--- config.mk ---
export PLATFORM = sky130hd
export DESIGN_NAME = validador_posicionamento
export DESIGN_NICKNAME = d
export VERILOG_FILES = /design/src/rtl/validador_posicionamento.sv
export SDC_FILE = /design/constraint.sdc
export NUM_CORES = 1
export LEC_CHECK = 0
export BUFFER_PORTS_ARGS = -buffer_cell sky130_fd_sc_hd__buf_2
export CORE_UTILIZATION = 35
export CTS_CLUSTER_DIAMETER = 200
export DETAILED_ROUTE_END_ITERATION = 10
export SLEW_MARGIN = 0
export SYNTH_ARGS = -nofsm -noshare
export SYNTH_HDL_FRONTEND = slang
export SYNTH_SLANG_ARGS = --single-unit
--- constraint.sdc ---
create_clock -name clk -period 7.7 [get_ports clk]
set_input_delay 0.385 -clock clk [delete_from_list [all_inputs] [get_ports clk]]
set_output_delay 0.385 -clock clk [all_outputs]
set_load 0.01 [all_outputs]
--- src/rtl/validador_posicionamento.sv ---
// Piece-placement checker/committer owning both 8x8 boards; check and commit take one cycle per piece cell.
// No backpressure: requests arriving while ocupado=1 are dropped, and rd_cel/ocup_j* are always valid.
module validador_posicionamento #(
    parameter int N_CELULAS = 64
) (
    input  logic       clk,
    input  logic       reset,
    input  logic       valida,
    input  logic       grava,
    input  logic       limpa,
    input  logic [2:0] tipo,
    input  logic [3:0] X1,
    input  logic [3:0] Y1,
    input  logic       direcao,
    input  logic [2:0] orientacao,
    input  logic       jogador,
    input  logic       rd_jog,
    input  logic [3:0] rd_x,
    input  logic [3:0] rd_y,
    output logic       conflito,
    output logic       pronto,
    output logic       ocupado,
    output logic       gravado,
    output logic       rd_cel,
    output logic [6:0] ocup_j0,
    output logic [6:0] ocup_j1
);

    localparam logic [1:0] IDLE  = 2'd0;
    localparam logic [1:0] CHECK = 2'd1;
    localparam logic [1:0] WRITE = 2'd2;

    logic [1:0]           state;
    logic [N_CELULAS-1:0] board0, board1;
    logic                 valida_q, result_ok, flag;
    logic [2:0]           tipo_q, ori_q, idx;
    logic [3:0]           x_q, y_q;
    logic                 dir_q, jog_q;

    logic                 start;
    logic [2:0]           len_m1;
    logic                 tipo_bad;
    logic [1:0]           ori_eff;
    logic signed [4:0]    dx, dy, cx, cy;
    logic                 oor, occ, cell_bad, last;
    logic [5:0]           cell_idx, rd_idx;
    logic                 rd_ok;

    assign start   = valida & ~valida_q & (state == IDLE);
    assign ocupado = (state != IDLE);

    always_comb begin
        len_m1 = 3'd0;
        case (tipo_q)
            3'd1:    len_m1 = 3'd1;
            3'd2:    len_m1 = 3'd2;
            3'd3:    len_m1 = 3'd3;
            3'd4:    len_m1 = 3'd4;
            default: len_m1 = 3'd0;
        endcase
    end

    assign tipo_bad = (tipo_q > 3'd4);
    assign ori_eff  = (ori_q == 3'd4) ? 2'd0 : ori_q[1:0];
    assign last     = (idx == len_m1);

    // Offset of cell idx from the anchor; hidroaviao uses a shape table, lines step along one axis.
    always_comb begin
        dx = 5'sd0;
        dy = 5'sd0;
        if (tipo_q == 3'd2) begin
            if (idx == 3'd1) begin
                case (ori_eff)
                    2'd0:    begin dx =  5'sd1; dy = -5'sd1; end
                    2'd1:    begin dx = -5'sd1; dy = -5'sd1; end
                    2'd2:    begin dx = -5'sd1; dy =  5'sd1; end
                    default: begin dx = -5'sd1; dy = -5'sd1; end
                endcase
            end else if (idx == 3'd2) begin
                case (ori_eff)
                    2'd0:    begin dx =  5'sd1; dy =  5'sd1; end
                    2'd1:    begin dx = -5'sd1; dy =  5'sd1; end
                    2'd2:    begin dx =  5'sd1; dy =  5'sd1; end
                    default: begin dx =  5'sd1; dy = -5'sd1; end
                endcase
            end
        end else if (dir_q) begin
            dy = $signed({2'b00, idx});
        end else begin
            dx = $signed({2'b00, idx});
        end
    end

    // Out-of-range anchors (including 0) wrap to values the range check always rejects.
    assign cx       = $signed({1'b0, x_q}) + dx;
    assign cy       = $signed({1'b0, y_q}) + dy;
    assign oor      = (cx < 5'sd1) || (cx > 5'sd8) || (cy < 5'sd1) || (cy > 5'sd8);
    assign cell_idx = {3'(cy[2:0] - 3'd1), 3'(cx[2:0] - 3'd1)};
    assign occ      = jog_q ? board1[cell_idx] : board0[cell_idx];
    assign cell_bad = tipo_bad | oor | occ;

    assign rd_ok  = (rd_x >= 4'd1) && (rd_x <= 4'd8) && (rd_y >= 4'd1) && (rd_y <= 4'd8);
    assign rd_idx = {3'(rd_y[2:0] - 3'd1), 3'(rd_x[2:0] - 3'd1)};

    always_ff @(posedge clk or negedge reset) begin
        if (!reset) begin
            state     <= IDLE;
            board0    <= '0;
            board1    <= '0;
            valida_q  <= 1'b0;
            result_ok <= 1'b0;
            flag      <= 1'b0;
            tipo_q    <= 3'd0;
            ori_q     <= 3'd0;
            idx       <= 3'd0;
            x_q       <= 4'd0;
            y_q       <= 4'd0;
            dir_q     <= 1'b0;
            jog_q     <= 1'b0;
            conflito  <= 1'b0;
            pronto    <= 1'b0;
            gravado   <= 1'b0;
            rd_cel    <= 1'b0;
            ocup_j0   <= 7'd0;
            ocup_j1   <= 7'd0;
        end else begin
            valida_q <= valida;
            pronto   <= 1'b0;
            gravado  <= 1'b0;
            rd_cel   <= rd_ok ? (rd_jog ? board1[rd_idx] : board0[rd_idx]) : 1'b0;

            case (state)
                IDLE: begin
                    if (start) begin
                        tipo_q    <= tipo;
                        x_q       <= X1;
                        y_q       <= Y1;
                        dir_q     <= direcao;
                        ori_q     <= orientacao;
                        jog_q     <= jogador;
                        idx       <= 3'd0;
                        flag      <= 1'b0;
                        result_ok <= 1'b0;
                        state     <= CHECK;
                    end else if (grava && result_ok) begin
                        idx   <= 3'd0;
                        state <= WRITE;
                    end else if (limpa) begin
                        board0    <= '0;
                        board1    <= '0;
                        ocup_j0   <= 7'd0;
                        ocup_j1   <= 7'd0;
                        result_ok <= 1'b0;
                    end
                end
                CHECK: begin
                    if (last) begin
                        conflito  <= flag | cell_bad;
                        result_ok <= ~(flag | cell_bad);
                        pronto    <= 1'b1;
                        state     <= IDLE;
                    end else begin
                        flag <= flag | cell_bad;
                        idx  <= idx + 3'd1;
                    end
                end
                WRITE: begin
                    // Guarding on occ keeps the counter equal to the number of set cells.
                    if (!occ) begin
                        if (jog_q) begin
                            board1[cell_idx] <= 1'b1;
                            ocup_j1          <= ocup_j1 + 7'd1;
                        end else begin
                            board0[cell_idx] <= 1'b1;
                            ocup_j0          <= ocup_j0 + 7'd1;
                        end
                    end
                    if (last) begin
                        gravado   <= 1'b1;
                        result_ok <= 1'b0;
                        state     <= IDLE;
                    end else begin
                        idx <= idx + 3'd1;
                    end
                end
                default: state <= IDLE;
            endcase
        end
    end

endmodule
==> flow_summary.toml <==
[sta]
finalHoldViolCount = 0
min_period_over_period_pct = 83.24
setup_viol = 0
max_freq_mhz = 156.0
layout_setup_ws_ns = 1.291
slew_headroom_pct = 27.56
rsz0062_at_grt = "false"
min_period_ns = 6.409
worst_pin_slew_ns = 1.087
drv_slew = 0
fin_skew_ns = 0.01587
setup_tns_ns = 0

[place]
place.port_buffers = 47
place_area_um2 = 10340
place.gp.congestion = 0.7969
dp_slack_ns = 1.299
dp.final_hpwl_um = 16090

[clock_network]
cts_made_buffers = 17
clk_latency_ns = 0.44
postCtsSetupRepairBufs = 0
cts_sinks = 169
cts.repair.resized = 0
htreeDepth = 4
cts_root_buf = "clkbuf_16"
clk_path_buf_depth = 2
clkTransAtPathRegs_ns = 0.07
cts_tree = "built"
cts_hold_buf = 0

[route]
drc = 0
drt_wl_total_um = 25180
postRouteAntennaNets = 0
drtIter0Drc = 731
first_pass_iters = 5
num_vias = 7302
routedWlPerCell_um = 19.19
vias_per_cell = 5.566

[synth]
synth_mux_area_share_pct = 19.94
synth-xor-area-share_pct = 1.836
synthDistinctLibCells = 61
synthArstFlopShare_pct = 100.0
synth_fa_ha_area_share_pct = 3.340
yosysWarnings = 0
ys_seq_area_share_pct = 43.09
synth_ff_type = "dfrtp_1"
synth_top_family_by_area = "multiplexers"
synth-edff-count = 0
synth-compound-area-share_pct = 13.67
synthSimpleGateAreaFrac_pct = 14.25
ys_ff_latch = 169
synthCells = 913
syn_area_um2 = 9814
postSynthAreaPerCell_um2 = 10.75
synth_nets = 968

[global_route]
grt_max_degree = 103
grt_pass1_wl_um = 41270
grt_pass1_vias = 7345
grt-ovfl-total = 0
grt_use_total_pct = 18.71
grt_antenna_before_repair = 1

[power_and_ir_drop]
p_clk_share_pct = 19.2
p_leak_uw = 0.004745
combPwrFrac_pct = 55.6
power_density_nw_per_um2 = 399.8
p_sw_uw = 2134
power_frac_seq_pct = 25.1
ir_drop_v = 0.0003778
internal_power_uw = 2228
swShare_pct = 48.92

[finish]
final_design_area_no_fill_um2 = 10910
nFillCells = 2615
nets = 982
diodes = 0
multiInputGateArea_um2 = 5218
syn_to_final_growth_pct = 11.18
ff_latch_area_um2 = 4229
drive_gt1_share_pct = 21.17

[outcome]
status = "finished, final reports clean"

[worst_hold_path]
min_path_type = "in2async"

[setup_path]
worstPathMaxFanout = 32
crit_arrival_ns = 6.77
required_ns = 8.06
endpoint_kind = "flip-flop"
crit_type = "reg2reg"
cp-start-kind = "flip-flop"

[die]
die_height_um = 169.5
die-area_um2 = 28720
core_area_um2 = 27250
die_w_um = 169.5
num_rows = 60
start_util_pct = 36.01
pin_count = 49

[run]
maxCapViolCount = 0
-- final cells by class --
cell class,count,area share [%]
Tap cell,372,4.266
Clock inverter,13,1.227
Multi-Input combinational cell,655,47.82
Sequential cell,169,38.76
Clock buffer,19,3.967
Timing Repair Buffer,61,3.176
Inverter,23,0.7912
-- synth_stat cells, types with 6 or more instances --
cell type	n	share of area (%)
dfrtp_1	169	43
nand2_1	157	6.0
o21ai_0	82	4.2
mux4_2	69	16
clkbuf_1	47	1.8
o21ai_1	44	2.2
nor2_1	27	1.0
ha_1	23	2.9
inv_1	22	0.84
mux2i_1	20	2.0
a22o_1	19	1.7
nor3_1	19	0.97
a21oi_1	18	0.92
mux2_2	18	2.1
and3_1	16	1.0
nand3_1	16	0.82
a21o_1	12	0.92
nor2b_1	12	0.76
o21ai_2	8	0.71
buf_1	7	0.27
buf_2	7	0.36
a31oi_1	6	0.38
nand2b_1	6	0.38
nor4b_1	6	0.54
or3_1	6	0.38
xor2_1	6	0.54
-- final timing paths --
kind	startpoint	to	slack, ns	cells past startpoint
setup reg to reg	idx[0]	board0[36]	1.29	17
hold / removal	reset	dir_q	0.05	1
min in group clk	valida	valida_q	0.08	1
setup / recovery	idx[0]	board0[36]	1.29	17
hold reg to reg	board1[5]	board1[5]	0.50	2
max in group asynchronous	reset	board1[53]	6.14	2
-- metrics by stage --
step	instances	utilization, %	hold slack (ns)	total power (uW)
floorplan	913	-	0.08941	2856
global placement	1280	37.96	0.4756	3517
detailed placement	1280	37.96	0.4854	3545
CTS	1312	40.04	0.06883	4385
global route	1312	40.04	0.07345	4620
finish	1312	40.04	0.04602	4362
-- sequential cells by signal (all words and copies together), names as in the netlist --
signal / flops
result_ok: 1
board1: 64
tipo_q: 3
conflito: 1
valida_q: 1
board0: 64
pronto: 1
ori_q: 2
gravado: 1
ocup_j1: 7
jog_q: 1
y_q: 4
flag: 1
state: 2
x_q: 4
idx: 3
ocup_j0: 7
dir_q: 1
rd_cel: 1
-- power by group through the flow --
stage                     Combinational (uW)  Clock (uW)  Sequential [uW]
after detailed placement                2430           0             1110
after global placement                  2410           0             1110
after floorplan                         1790           0             1070
final                                   2430         839             1100
after global routing                    2610         895             1110
after CTS                               2430         855             1090
-- cell usage in the layout (no fill, tap or decap), types with 3 or more instances in the layout --
| master | Yosys | final |
|---|---|---|
| a211o_1 | 5 | 5 |
| nand4_1 | 3 | 3 |
| xor2_1 | 6 | 6 |
| nand3_1 | 16 | 16 |
| o21ai_2 | 8 | 8 |
| buf_4 | 0 | 14 |
| nor3_1 | 19 | 19 |
| clkinvlp_4 | 0 | 5 |
| mux2_2 | 18 | 18 |
| o21ai_1 | 44 | 44 |
| a21o_1 | 12 | 12 |
| a22o_1 | 19 | 19 |
| and3_1 | 16 | 16 |
| ha_1 | 23 | 21 |
| o21ai_0 | 82 | 82 |
| o211ai_1 | 3 | 3 |
| and4b_1 | 3 | 3 |
| nor2b_1 | 12 | 12 |
| nand2b_1 | 6 | 6 |
| clkbuf_16 | 0 | 17 |
| and4_1 | 3 | 3 |
| xnor2_1 | 4 | 4 |
| mux2i_1 | 20 | 20 |
| inv_6 | 0 | 4 |
| mux4_2 | 69 | 69 |
| buf_2 | 7 | 46 |
| dfrtp_1 | 169 | 169 |
| nor2_1 | 27 | 27 |
| nand2_1 | 157 | 156 |
| and2_1 | 4 | 4 |
| a21oi_1 | 18 | 18 |
| o22ai_1 | 5 | 5 |
| nor4b_1 | 6 | 6 |
| or3_1 | 6 | 6 |
| inv_1 | 22 | 22 |
| a31oi_1 | 6 | 6 |
-- cells by family (layout without fill, tap and decap cells) --
| family | count (synthesis) | in the layout |
|---|---|---|
| AND/OR/NAND/NOR | 291 | 291 |
| buffers and inverters | 89 | 116 |
| flip-flops | 169 | 169 |
| AO/OA/AOI/OAI | 218 | 218 |
| adder cells (fa/ha/maj) | 25 | 25 |
| XOR/XNOR | 14 | 14 |
| multiplexers | 107 | 107 |
-- critical path, cell delays in order, from the launching register on --
cell and delay [ns]:
dfrtp_1 0.51, inv_1 0.11, ha_1 0.19, nor2b_1 0.15, o22ai_1 0.07, nor2_1 0.26
a21o_1 0.15, inv_1 0.06, fa_1 0.49, ha_2 0.98, mux4_2 0.62, mux2i_1 0.14
o22ai_1 0.12, or4_4 0.56, nor4_2 0.62, nand2_1 0.39, or3_1 0.68, o21ai_1 0.23
-- layer usage --
layer	wire length, um	up-vias	global-route usage [%]
li1	-	3366	-
met1	11430	3718	25.89
met2	12190	188	29.77
met3	1190	30	3.778
met4	365	0	5.210
met5	0	-	0
Power figures use the tool's default switching activity.
